`src/rtl/commit_trace_buffer.sv`:
```
// commit_trace_buffer: retirement-trace FIFO between writeback and a trace/difftest
// consumer. Records that change no architectural state are dropped and counted as
// skipped; all others are queued verbatim (with x0 writes masked) and handed out one
// per out_valid/out_ready handshake.
module commit_trace_buffer #(
    parameter int XLEN   = 32,
    parameter int CSR_CH = 2,
    parameter int CSR_AW = 12,
    parameter int GPR_AW = 5,
    parameter int DEPTH  = 8
) (
    input  logic                       clock,
    input  logic                       reset_n,
    input  logic                       flush,
    input  logic                       in_valid,
    output logic                       in_ready,
    input  logic                       in_pc_wen,
    input  logic [CSR_CH-1:0]          in_csr_wen,
    input  logic                       in_gpr_wen,
    input  logic [XLEN-1:0]            in_pc,
    input  logic [CSR_CH*CSR_AW-1:0]   in_csr_waddr,
    input  logic [CSR_CH*XLEN-1:0]     in_csr_wdata,
    input  logic [GPR_AW-1:0]          in_gpr_waddr,
    input  logic [XLEN-1:0]            in_gpr_wdata,
    output logic                       out_valid,
    input  logic                       out_ready,
    output logic                       out_pc_wen,
    output logic [CSR_CH-1:0]          out_csr_wen,
    output logic                       out_gpr_wen,
    output logic [XLEN-1:0]            out_pc,
    output logic [CSR_CH*CSR_AW-1:0]   out_csr_waddr,
    output logic [CSR_CH*XLEN-1:0]     out_csr_wdata,
    output logic [GPR_AW-1:0]          out_gpr_waddr,
    output logic [XLEN-1:0]            out_gpr_wdata,
    output logic [$clog2(DEPTH):0]     level,
    output logic [31:0]                retire_cnt,
    output logic [31:0]                skip_cnt
);

    localparam int AW = $clog2(DEPTH);
    localparam int PW = AW + 1;
    localparam logic [PW-1:0] PTR_ONE = PW'(1);

    // Pointers carry an extra wrap bit so full and empty are distinguishable.
    logic [PW-1:0] wr_ptr_q, wr_ptr_d;
    logic [PW-1:0] rd_ptr_q, rd_ptr_d;
    logic [31:0]   retire_cnt_q, retire_cnt_d;
    logic [31:0]   skip_cnt_q, skip_cnt_d;

    // Record storage; contents are only observable while non-empty, so no reset.
    logic                     pc_wen_mem_q    [DEPTH];
    logic [CSR_CH-1:0]        csr_wen_mem_q   [DEPTH];
    logic                     gpr_wen_mem_q   [DEPTH];
    logic [XLEN-1:0]          pc_mem_q        [DEPTH];
    logic [CSR_CH*CSR_AW-1:0] csr_waddr_mem_q [DEPTH];
    logic [CSR_CH*XLEN-1:0]   csr_wdata_mem_q [DEPTH];
    logic [GPR_AW-1:0]        gpr_waddr_mem_q [DEPTH];
    logic [XLEN-1:0]          gpr_wdata_mem_q [DEPTH];

    logic full_s, empty_s, gpr_wen_eff_s, useful_s, accept_s, enq_s, skip_s, deq_s;

    // Queue status, input filtering and next-state computation.
    always_comb begin
        full_s        = (wr_ptr_q[AW-1:0] == rd_ptr_q[AW-1:0]) && (wr_ptr_q[AW] != rd_ptr_q[AW]);
        empty_s       = (wr_ptr_q == rd_ptr_q);
        gpr_wen_eff_s = in_gpr_wen && (in_gpr_waddr != {GPR_AW{1'b0}});
        useful_s      = in_pc_wen || (|in_csr_wen) || gpr_wen_eff_s;
        accept_s      = in_valid && !full_s;
        enq_s         = accept_s && useful_s && !flush;
        skip_s        = accept_s && !useful_s && !flush;
        deq_s         = !empty_s && out_ready && !flush;
        wr_ptr_d      = wr_ptr_q;
        rd_ptr_d      = rd_ptr_q;
        retire_cnt_d  = retire_cnt_q + {31'd0, enq_s};
        skip_cnt_d    = skip_cnt_q + {31'd0, skip_s};
        if (flush) begin
            wr_ptr_d = {PW{1'b0}};
            rd_ptr_d = {PW{1'b0}};
        end else begin
            if (enq_s) begin
                wr_ptr_d = wr_ptr_q + PTR_ONE;
            end else begin
                wr_ptr_d = wr_ptr_q;
            end
            if (deq_s) begin
                rd_ptr_d = rd_ptr_q + PTR_ONE;
            end else begin
                rd_ptr_d = rd_ptr_q;
            end
        end
    end

    // Pointer and statistics state, cleared asynchronously.
    always_ff @(posedge clock or negedge reset_n) begin
        if (!reset_n) begin
            wr_ptr_q     <= {PW{1'b0}};
            rd_ptr_q     <= {PW{1'b0}};
            retire_cnt_q <= 32'd0;
            skip_cnt_q   <= 32'd0;
        end else begin
            wr_ptr_q     <= wr_ptr_d;
            rd_ptr_q     <= rd_ptr_d;
            retire_cnt_q <= retire_cnt_d;
            skip_cnt_q   <= skip_cnt_d;
        end
    end

    // Write a storable record at the write pointer, with x0 writes masked.
    always_ff @(posedge clock) begin
        if (enq_s) begin
            pc_wen_mem_q[wr_ptr_q[AW-1:0]]    <= in_pc_wen;
            csr_wen_mem_q[wr_ptr_q[AW-1:0]]   <= in_csr_wen;
            gpr_wen_mem_q[wr_ptr_q[AW-1:0]]   <= gpr_wen_eff_s;
            pc_mem_q[wr_ptr_q[AW-1:0]]        <= in_pc;
            csr_waddr_mem_q[wr_ptr_q[AW-1:0]] <= in_csr_waddr;
            csr_wdata_mem_q[wr_ptr_q[AW-1:0]] <= in_csr_wdata;
            gpr_waddr_mem_q[wr_ptr_q[AW-1:0]] <= in_gpr_waddr;
            gpr_wdata_mem_q[wr_ptr_q[AW-1:0]] <= in_gpr_wdata;
        end
    end

    // Present the head record; fields read as zero while the queue is empty.
    always_comb begin
        in_ready   = !full_s;
        out_valid  = !empty_s;
        level      = wr_ptr_q - rd_ptr_q;
        retire_cnt = retire_cnt_q;
        skip_cnt   = skip_cnt_q;
        if (empty_s) begin
            out_pc_wen    = 1'b0;
            out_csr_wen   = {CSR_CH{1'b0}};
            out_gpr_wen   = 1'b0;
            out_pc        = {XLEN{1'b0}};
            out_csr_waddr = {(CSR_CH*CSR_AW){1'b0}};
            out_csr_wdata = {(CSR_CH*XLEN){1'b0}};
            out_gpr_waddr = {GPR_AW{1'b0}};
            out_gpr_wdata = {XLEN{1'b0}};
        end else begin
            out_pc_wen    = pc_wen_mem_q[rd_ptr_q[AW-1:0]];
            out_csr_wen   = csr_wen_mem_q[rd_ptr_q[AW-1:0]];
            out_gpr_wen   = gpr_wen_mem_q[rd_ptr_q[AW-1:0]];
            out_pc        = pc_mem_q[rd_ptr_q[AW-1:0]];
            out_csr_waddr = csr_waddr_mem_q[rd_ptr_q[AW-1:0]];
            out_csr_wdata = csr_wdata_mem_q[rd_ptr_q[AW-1:0]];
            out_gpr_waddr = gpr_waddr_mem_q[rd_ptr_q[AW-1:0]];
            out_gpr_wdata = gpr_wdata_mem_q[rd_ptr_q[AW-1:0]];
        end
    end

endmodule

```
`config.mk`:
```
export PLATFORM = sky130hd
export DESIGN_NAME = commit_trace_buffer
export DESIGN_NICKNAME = d
export VERILOG_FILES = /design/src/rtl/commit_trace_buffer.sv
export SDC_FILE = /design/constraint.sdc
export NUM_CORES = 1
export LEC_CHECK = 0
export CORE_UTILIZATION = 55
export CTS_BUF_LIST = sky130_fd_sc_hd__clkbuf_2
export DETAILED_ROUTE_END_ITERATION = 7
export PLACE_DENSITY = 0.83
export SYNTH_ARGS = -nofsm -noshare
export SYNTH_HDL_FRONTEND = slang
export SYNTH_SLANG_ARGS = --single-unit
export TNS_END_PERCENT = 10
```
`constraint.sdc`:
```
create_clock -name clock -period 25.9 [get_ports clock]
set_input_delay 5.18 -clock clock [delete_from_list [all_inputs] [get_ports clock]]
set_output_delay 5.18 -clock clock [all_outputs]
set_load 0.01 [all_outputs]
```
### Word level (Yosys, flattened, before mapping)

Memories as Yosys holds them, arrays and structs flattened.
Cells that the tools add are included.

* eq/ne operators: 3
* bitwise gates (word level): 0
* div/mod/pow operators: 0
* muxes and demuxes: 14
* order comparisons: 0
* multipliers: 0
* shift-type cells: 0
* reduce and logical (&&, ||, !) cells: 19
* add/sub/neg operators: 5

Operators by type and width (number)
* adder 32 x 1 -> 32 bit: 2
* two-way mux 32 bit: 2
* two-way mux 64 bit: 1
* two-way mux 24 bit: 1
* two-way mux 4 bit: 4
* logical AND 1 bit: 9
* adder 4 x 1 -> 4 bit, second input constant: 2
* two-way mux 5 bit: 1
* nonzero test 5 bit: 1
* equality test 4 bit: 1
* zero test 1 bit: 4
* two-way mux 1 bit: 4
* nonzero test 2 bit: 2
* subtractor 4 bit: 1
* equality test 3 bit: 1
* logical OR 1 bit: 2
* two-way mux 2 bit: 1
* OR reduction 2 bit: 1
* inequality test 1 bit: 1

* latch bits: 0
* input bits: 166
* bits in writable memories: 1288
* word-level logic and storage cells: 53
* ROM bits: 0
* memories kept: 8
* flip-flop bits (word level): 72

Memory list
* csr_wdata_mem_q: words 8, bits a word 64, rd ports 1, clocked after Yosys merged registers in 0, write ports 1, RTL line 56 `logic [CSR_CH*XLEN-1:0] csr_wdata_mem_q [DEPTH];`
* gpr_wdata_mem_q: words 8, bits a word 32, rd ports 1, clocked after Yosys merged registers in 0, write ports 1, RTL line 58 `logic [XLEN-1:0] gpr_wdata_mem_q [DEPTH];`
* pc_mem_q: words 8, bits a word 32, rd ports 1, clocked after Yosys merged registers in 0, write ports 1, RTL line 54 `logic [XLEN-1:0] pc_mem_q [DEPTH];`
* csr_waddr_mem_q: words 8, bits a word 24, rd ports 1, clocked after Yosys merged registers in 0, write ports 1, RTL line 55 `logic [CSR_CH*CSR_AW-1:0] csr_waddr_mem_q [DEPTH];`
* gpr_waddr_mem_q: words 8, bits a word 5, rd ports 1, clocked after Yosys merged registers in 0, write ports 1, RTL line 57 `logic [GPR_AW-1:0] gpr_waddr_mem_q [DEPTH];`
* csr_wen_mem_q: words 8, bits a word 2, rd ports 1, clocked after Yosys merged registers in 0, write ports 1, RTL line 52 `logic [CSR_CH-1:0] csr_wen_mem_q [DEPTH];`
* +2 memories

### Longest topological paths before layout

Gate-level depths: netlist of the first run.

* word-level depth: 8
* depth in mapped cells: 16
* depth with buffers taken out: 12

### Least setup slack after synthesis of the first run

No wires, ideal clock.

* path type: input to register
* start: input in_gpr_waddr[3]
* end: memory csr_waddr_mem_q[3][0] in the netlist's numbering (enable)
* arrival time: 20744 ps
* setup time: 1076 ps
* cell stages on the path: 5
* slack: 4080 ps
* required time: 24824 ps
* cell sequence: or4_1 > o21ai_2 > a21o_1 > buf_2 > nor4_1

* cells in the longest elaborated chain, start to end: 7

RTL lines
* from (decl): RTL line 23 `input logic [GPR_AW-1:0] in_gpr_waddr,`
* nonzero test 5 bit: RTL line 66 `gpr_wen_eff_s = in_gpr_wen && (in_gpr_waddr != {GPR_AW{1'b0}});`
* logical AND 1 bit: RTL line 66
* logical OR 1 bit: RTL line 67 `useful_s = in_pc_wen || (|in_csr_wen) || gpr_wen_eff_s;`
* logical AND 1 bit (2 in a row): RTL line 69 `enq_s = accept_s && useful_s && !flush;`
* two-way mux 1 bit: RTL line 110 `if (enq_s) begin`
* two-way mux 1 bit (not written as such): RTL line 115 `csr_waddr_mem_q[wr_ptr_q[AW-1:0]] <= in_csr_waddr;`
* to (decl): RTL line 55

Every way passes these cells.

### Worst setup path in the final report of the first run

* start: register rd_ptr_q[1]
* end: output out_csr_wdata[0]

* cells in the longest elaborated chain, start to end: 2

RTL lines
* from (decl): RTL line 46 `logic [PW-1:0] rd_ptr_q, rd_ptr_d;`
* from (signal assigned): RTL line 97 `rd_ptr_q <= {PW{1'b0}};`
* from (signal assigned): RTL line 102 `rd_ptr_q <= rd_ptr_d;`
* memory (8 x 64 bit) or equality test 4 bit (tied branches)
* two-way mux 64 bit (*): RTL line 129 `if (empty_s) begin`
* to (decl): RTL line 32 `output logic [CSR_CH*XLEN-1:0] out_csr_wdata,`

Mark *: on every way between the ends. The rest lies on a longest branch, timed or not.

==> impl_results.md, run 1 <==
* Worst-margin pin slew at 1.17 ns
* CTS clk-pin slew, worst paths at 0.10 ns
* Initial antenna violation count at 15
* Post-DP Area at 57,400 um2
* Root Driver: clkbuf_2
* FP Rows at around 110
* Nets at 3,365
* Min Hold Slack at 0.510 ns
* Grt met2 use at 40.2%
* Synthesized area at between 50,000 and 60,000 um2
* GR Overflow Total at 0
* Core Region at between 90,000 and 100,000 um2
* Die ar. at 95,900 um2
* Worst skew pair latency at 1.53 ns
* Synth Net Count at 2,706
* Vias in the first global route at 29.2k
* Remaining DRCs at 0
* RSZ-0062 raised after global routing: no
* Drt first pass iters at 6
* Post-CTS Setup Bufs at 0
* Via Count at between 20k and 30k
* Resized cells post-CTS at 0
* Synth Flop Type: edfxtp_1
* # H-tree levels at 5
* Starting Density at 55.6%
* P_leak at 0.0199 uW
* Final worst path period need at roughly 11 ns
* Sw Pwr at 1250 uW
* DP HPWL at 64,900 um
* Die width at 310 um
* Netlist cell types at 42
* Comb power frac at 17.7%
* Total GRT Usage at 25.0%
* VDD IR max at 63.5 uV
* WL/cell at 25.2 um
* Status: completed
* Synth Instances at 2,530
* Yosys warns at 0
* Main area contributors after synthesis: edfxtp_1, mux4_2, dfrtp_1
* Sequential power share at 52.9%
* Synth area leader: edfxtp_1
* Clock power frac at 29.4%
* Met1 usage at 32.1%
* CTS Buffer Depth at 4
* CTS tree: yes
* Buffers on Ports at 396
* Endpoints failing setup at 0
* Net Sw Frac at between 20 and 30%
* Vias per cell at 5.88
* GR Layer Usage met3 at 7.57%
* Area share of the largest cell type after synthesis at 74.3%
* Final Wtd Congestion at roughly 0.81
* Arrival @ worst endpoint at 5.72 ns
* # hold bufs at CTS at 0
* Post-Layout Inst Area at 60,400 um2
* First-pass GRT wire length at ~180,000 um
* Fill cell count at 6,332
* DRT iter0 DRCs at 2,618
* CP max stage delay at 0.99 ns
* Synth Area per Inst at 20.6 um2
* Internal Power at 3420 uW
* Synth Register Bits at 1,360
* I/O pins at 397
* Critical Path End Type: output port
* Worst Path Max Fanout at 57
* Synth-to-layout area growth at 16.0%
* Period utilization at between 40% and 50%
* Die Ht at 310 um
* Rel. slew slack at between 20% and 30%
* Max-slew violation count at 0
* Setup CP Type: reg2out
* Layout cell share with drive strength beyond 1 at approximately a quarter
* Number of max-cap violations at 0
* Type of the worst min-delay path: reg2reg
* Peak Freq at 91.8 MHz
* Crit-path cells: inv_1 > ha_1 > nand3_1 > nor2_4 > buf_4 > buf_4 > a21oi_1 > clkdlybuf4s50_1
* Final Hold Viols at 0
* CP Launch Type: flip-flop
* Detail Route Antenna Nets at 0
* Fraction of registers with async set/reset at between 5 and 6%
* Number of synthesized flops with an enable pin at 1,288
* GRT busiest layer: met2
* Clock sinks at 1,360
* Sequential share of the synthesized area at 77.7%
* Pwr Density at 77.2 nW/um2
* Pin count of the biggest net entering global routing at 150
* Setup Skew at about 0.16 ns
* Most frequent CP cell: buf_4
* CP required at between 20 and 25 ns
* Total CTS buffers at roughly 340
* Slowest cell on crit path: dfrtp_4
* Final wirelength at roughly 120,000 um
* Post-Route Setup TNS at 0 ns
[routing by layer]
layer / part of all wire [%] / vias to the layer above
li1: - / 11700
met1: 38 / 14200
met2: 50 / 1381
met3: 9.3 / 217
met4: 2.6 / 18
met5: 0.11 / -
[state kept, by name, summed over array words and instances, names as in the netlist, 8 cells and up]
signal / cells
retire_cnt: 32
gpr_wen_mem_q: 8
csr_wen_mem_q: 16
csr_waddr_mem_q: 192
csr_wdata_mem_q: 512
skip_cnt: 32
pc_wen_mem_q: 8
pc_mem_q: 256
gpr_wdata_mem_q: 256
gpr_waddr_mem_q: 40
[cells in the final DEF (no fill, tap or decap), types with 6 or more instances in the layout]
master	count
inv_1	13
a21oi_1	163
clkinv_1	76
ha_1	9
mux4_2	322
xnor2_1	55
nor2_1	16
and4_1	6
nand2_1	343
clkdlybuf4s50_1	395
nand4_1	17
clkinv_2	10
edfxtp_1	1288
dfrtp_1	69
bufinv_16	7
xor2_1	12
clkbuf_2	476
diode_2	8
buf_4	43
nand3_1	24
and3_1	10
[stage by stage]
step           instances  util, %  power [uW]  setup WS, ns
4_1_cts             4672     64.5        4720         14.72
5_1_grt             4678     64.5        4870         14.48
3_5_place_dp        4097     61.3        3350         16.40
2_1_floorplan       2530        -        3000          4.08
3_3_place_gp        4097     61.3        3330         16.49
6_report            4680     64.5        4660         15.00
[logic make-up (layout without fill, tap and decap cells)]
| logic type | count (synthesis) | count (layout) | synth area share, % |
|---|---|---|---|
| compound gates | 172 | 172 | 1.69 |
| xor+xnor | 67 | 67 | 1.13 |
| fa+ha+maj | 10 | 10 | 0.255 |
| buf+inv | 143 | 1031 | 1.33 |
| flops | 1360 | 1360 | 77.7 |
| mux | 327 | 327 | 14.0 |
| other cells | 0 | 8 | 0 |
| simple gates | 451 | 451 | 3.83 |
[Yosys cell counts (all sizes together), types with 3 or more instances]
cell type / n
edfxtp: 1288
nand2: 343
mux4: 322
a21oi: 163
buf: 73
dfrtp: 72
clkbuf: 56
xnor2: 55
nand3: 24
nand4: 20
nor2: 17
inv: 14
xor2: 12
and3: 10
ha: 9
nor3: 8
nor4: 7
and4: 6
nand2b: 4
mux2i: 3
o21ai: 3
[path summary, 6_finish.rpt]
check	startpoint	to	slack, ns	depth (start not counted)
worst min register to register	retire_cnt[26]	retire_cnt[26]	0.51	1
worst max-delay path	rd_ptr_q[1]	out_csr_wdata[0]	15.00	8
worst max register to register	rd_ptr_q[1]	csr_waddr_mem_q[5][11]	20.72	8
min in group asynchronous	reset_n	skip_cnt[19]	3.94	2
max in group asynchronous	reset_n	rd_ptr_q[0]	21.23	2
worst min-delay path	retire_cnt[26]	retire_cnt[26]	0.51	1
[power groups by stage]
stage | combinational (uW) | clock (uW) | sequential, uW
after floorplan | 482 | 0 | 2510
after global placement | 816 | 0 | 2510
after detailed placement | 829 | 0 | 2520
after CTS | 834 | 1410 | 2470
after global routing | 879 | 1520 | 2470
final | 825 | 1370 | 2470
[layout make-up]
| cell class | instances | area, um2 | area share [%] |
|---|---|---|---|
| inverters | 14 | 57.6 | 0.0953 |
| repair buffers | 442 | 4340 | 7.19 |
| clock inverters | 99 | 576 | 0.953 |
| flip-flops and latches | 1360 | 40500 | 67.1 |
| diodes | 8 | 20.0 | 0.0332 |
| well taps | 1254 | 1570 | 2.60 |
| multi-input cells | 1027 | 11000 | 18.1 |
| clock buffers | 476 | 2380 | 3.94 |
[worst max-delay path, delay by kind of cell, from the launching register on]
kind	cells	cell delay [ns]
AO/OA/AOI/OAI	1	0.22
AND/OR/NAND/NOR	2	0.79
flip-flops	1	0.99
adder cells (fa/ha/maj)	1	0.34
buffers and inverters	4	1.83
No activity file was read; power rests on OpenSTA's default activity.
==> run 2, diff against run 1 <==
Clock period 25.9 ns to 10.5 ns, I/O delays scaled along.
==> impl_results.md, run 2 (same netlist as run 1, synthesis figures left out) <==
* Status: completed
* Buffers on Ports at 396 (unchanged)
* CTS Buffer Depth at 4 (unchanged)
* Pin count of the biggest net entering global routing at 104 (-31%)
* Clock sinks at 1,360 (unchanged)
* DP HPWL at 62,400 um (-3.8%)
* First-pass GRT wire length at 169,000 um (-3.3%)
* Type of the worst min-delay path: reg2reg
* Worst Path Max Fanout at 72 (+26%)
* Die ar. at 95,900 um2 (unchanged)
* Vias per cell at 5.77 (-1.8%)
* VDD IR max at 137 uV (+120%)
* Remaining DRCs at 0 (unchanged)
* Die width at 310 um (unchanged)
* Internal Power at 8350 uW (+140%)
* Starting Density at 55.6% (unchanged)
* Rel. slew slack at 20.9% (-1.1 points)
* Reg-to-Reg Start: rd_ptr_q[0]
* Final Util at 64.4% (-0.11 points)
* Peak Freq at 129 MHz
* Number of max-cap violations at 0 (unchanged)
* Sw Pwr at 3040 uW (+140%)
* Min Hold Slack at 0.481 ns (-0.0293 ns)
* RSZ-0062 raised after global routing: no
* Setup Skew at 0.141 ns (-0.0205 ns)
* GR Overflow Total at 0 (unchanged)
* Final Wtd Congestion at 0.791 (-2.0%)
* Net Sw Frac at 26.7% (-0.089 points)
* CTS clk-pin slew, worst paths at 0.10 ns (about the same)
* Final wirelength at 114,000 um (-3.2%)
* Most frequent cells in the layout: edfxtp_1, clkbuf_2, clkdlybuf4s50_1
* Grt met2 use at 40.4% (+0.20 points)
* Period utilization at 73.7%
* Post-CTS Setup Bufs at 0 (unchanged)
* Arrival @ worst endpoint at 5.64 ns (-0.08 ns)
* CP max stage delay at 0.92 ns (-0.07 ns)
* Final worst path period need at 7.74 ns
* Most frequent CP cell: buf_4
* FP Rows at 112 (unchanged)
* Vias in the first global route at 28.8k (-1.2%)
* CTS tree: yes
* Layout cell share with drive strength beyond 1 at 26.1% (about the same)
* WL/cell at 24.5 um (-2.9%)
* CP required at 8.40 ns (-12.32 ns)
* Endpoints failing setup at 0 (unchanged)
* Resized cells post-CTS at 0 (unchanged)
* CP Buf/Inv Count at 3 (-1)
* Crit-path cells: buf_4 > buf_4 > mux4_2 > nand2_1 > a21oi_1 > clkdlybuf4s50_1
* Comb power frac at 17.7% (about the same)
* Synth-to-layout area growth at 15.8%
* DRT iter0 DRCs at 2,283 (-13%)
* CP Launch Type: flip-flop
* Clock power frac at 28.8% (-0.6 points)
* Drt first pass iters at 5 (-1)
* Fill cell count at 6,281 (-0.81%)
* Slowest cell on crit path: buf_4
* # hold bufs at CTS at 0 (unchanged)
* Nets at 3,361 (-0.12%)
* Worst skew pair latency at 1.51 ns (-0.02 ns)
* Delay-heaviest family, CP: buffers and inverters
* Sequential power share at 53.5% (+0.6 points)
* Max-slew violation count at 0 (unchanged)
* Tot Pwr at 11,400 uW (+140%)
* Critical path startpoint: rd_ptr_q[1]
* # H-tree levels at 5 (unchanged)
* Die Ht at 310 um (unchanged)
* P_leak at 0.0198 uW (-0.26%)
* HP Start: retire_cnt[31]
* Via Count at 26.9k (-2.1%)
* Worst-margin pin slew at 1.19 ns (+0.0164 ns)
* GR Layer Usage met3 at 7.56% (about the same)
* Critical Path End Type: output port
* Post-DP Area at 57,400 um2 (about the same)
* Pwr Density at 189 nW/um2 (+140%)
* GRT busiest layer: met2
* Most common cell after layout, fill and taps aside: edfxtp_1
* Detail Route Antenna Nets at 0 (unchanged)
* I/O pins at 397 (unchanged)
* Max reg flops at 512 (unchanged)
* Root Driver: clkbuf_2
* Total CTS buffers at 341 (-0.87%)
* Core Region at 93,600 um2 (unchanged)
* Setup CP Type: reg2out
* Initial antenna violation count at 16 (+1)
* Total GRT Usage at 24.1% (-0.87 points)
* Final Hold Viols at 0 (unchanged)
* Met1 usage at 29.8% (-2.3 points)
* Post-Layout Inst Area at 60,300 um2 (-0.18%)
-- run 2: path summary, 6_finish.rpt --
path / end / slack [ns] / cells past startpoint
setup / recovery: out_gpr_wdata[1] / 2.76 / 6
hold / removal: retire_cnt[31] / 0.48 / 1
setup reg to reg: csr_wdata_mem_q[3][21] / 5.39 / 7
hold reg to reg: retire_cnt[31] / 0.48 / 1
max in group asynchronous: retire_cnt[6] / 8.72 / 2
min in group asynchronous: skip_cnt[11] / 0.67 / 1
-- run 2: power groups by stage --
stage / registers, uW / clock network (uW) / logic (uW)
after floorplan: 6200 / 0 / 1190
after global placement: 6210 / 0 / 2000
after global routing: 6110 / 3630 / 2150
final: 6090 / 3270 / 2020
after CTS: 6100 / 3380 / 2040
after detailed placement: 6220 / 0 / 2040
-- run 2: area by class of cell --
type | count | area [um2] | area share (%)
antenna | 3 | 7.51 | 0.0125
clock buffer | 476 | 2380 | 3.95
clock inverter | 91 | 467 | 0.774
inverter | 14 | 57.6 | 0.0955
multi-input combinational | 1027 | 11000 | 18.2
sequential | 1360 | 40500 | 67.2
tap | 1254 | 1570 | 2.60
timing repair buffer | 441 | 4320 | 7.17
-- run 2: per-layer routing --
layer,routed length [um],vias up
met5,197,-
met4,2400,28
met3,10400,209
met2,58900,1178
met1,42400,13800
li1,-,11700
-- run 2: per-stage QoR --
step	setup slack [ns]	TNS (ns)	std cells
after CTS	2.44	0	4663
after floorplan	-3.92	-3497.88	2530
after detailed placement	4.15	0	4096
after global routing	2.30	0	4665
final	2.76	0	4666
after global placement	4.21	0	4096
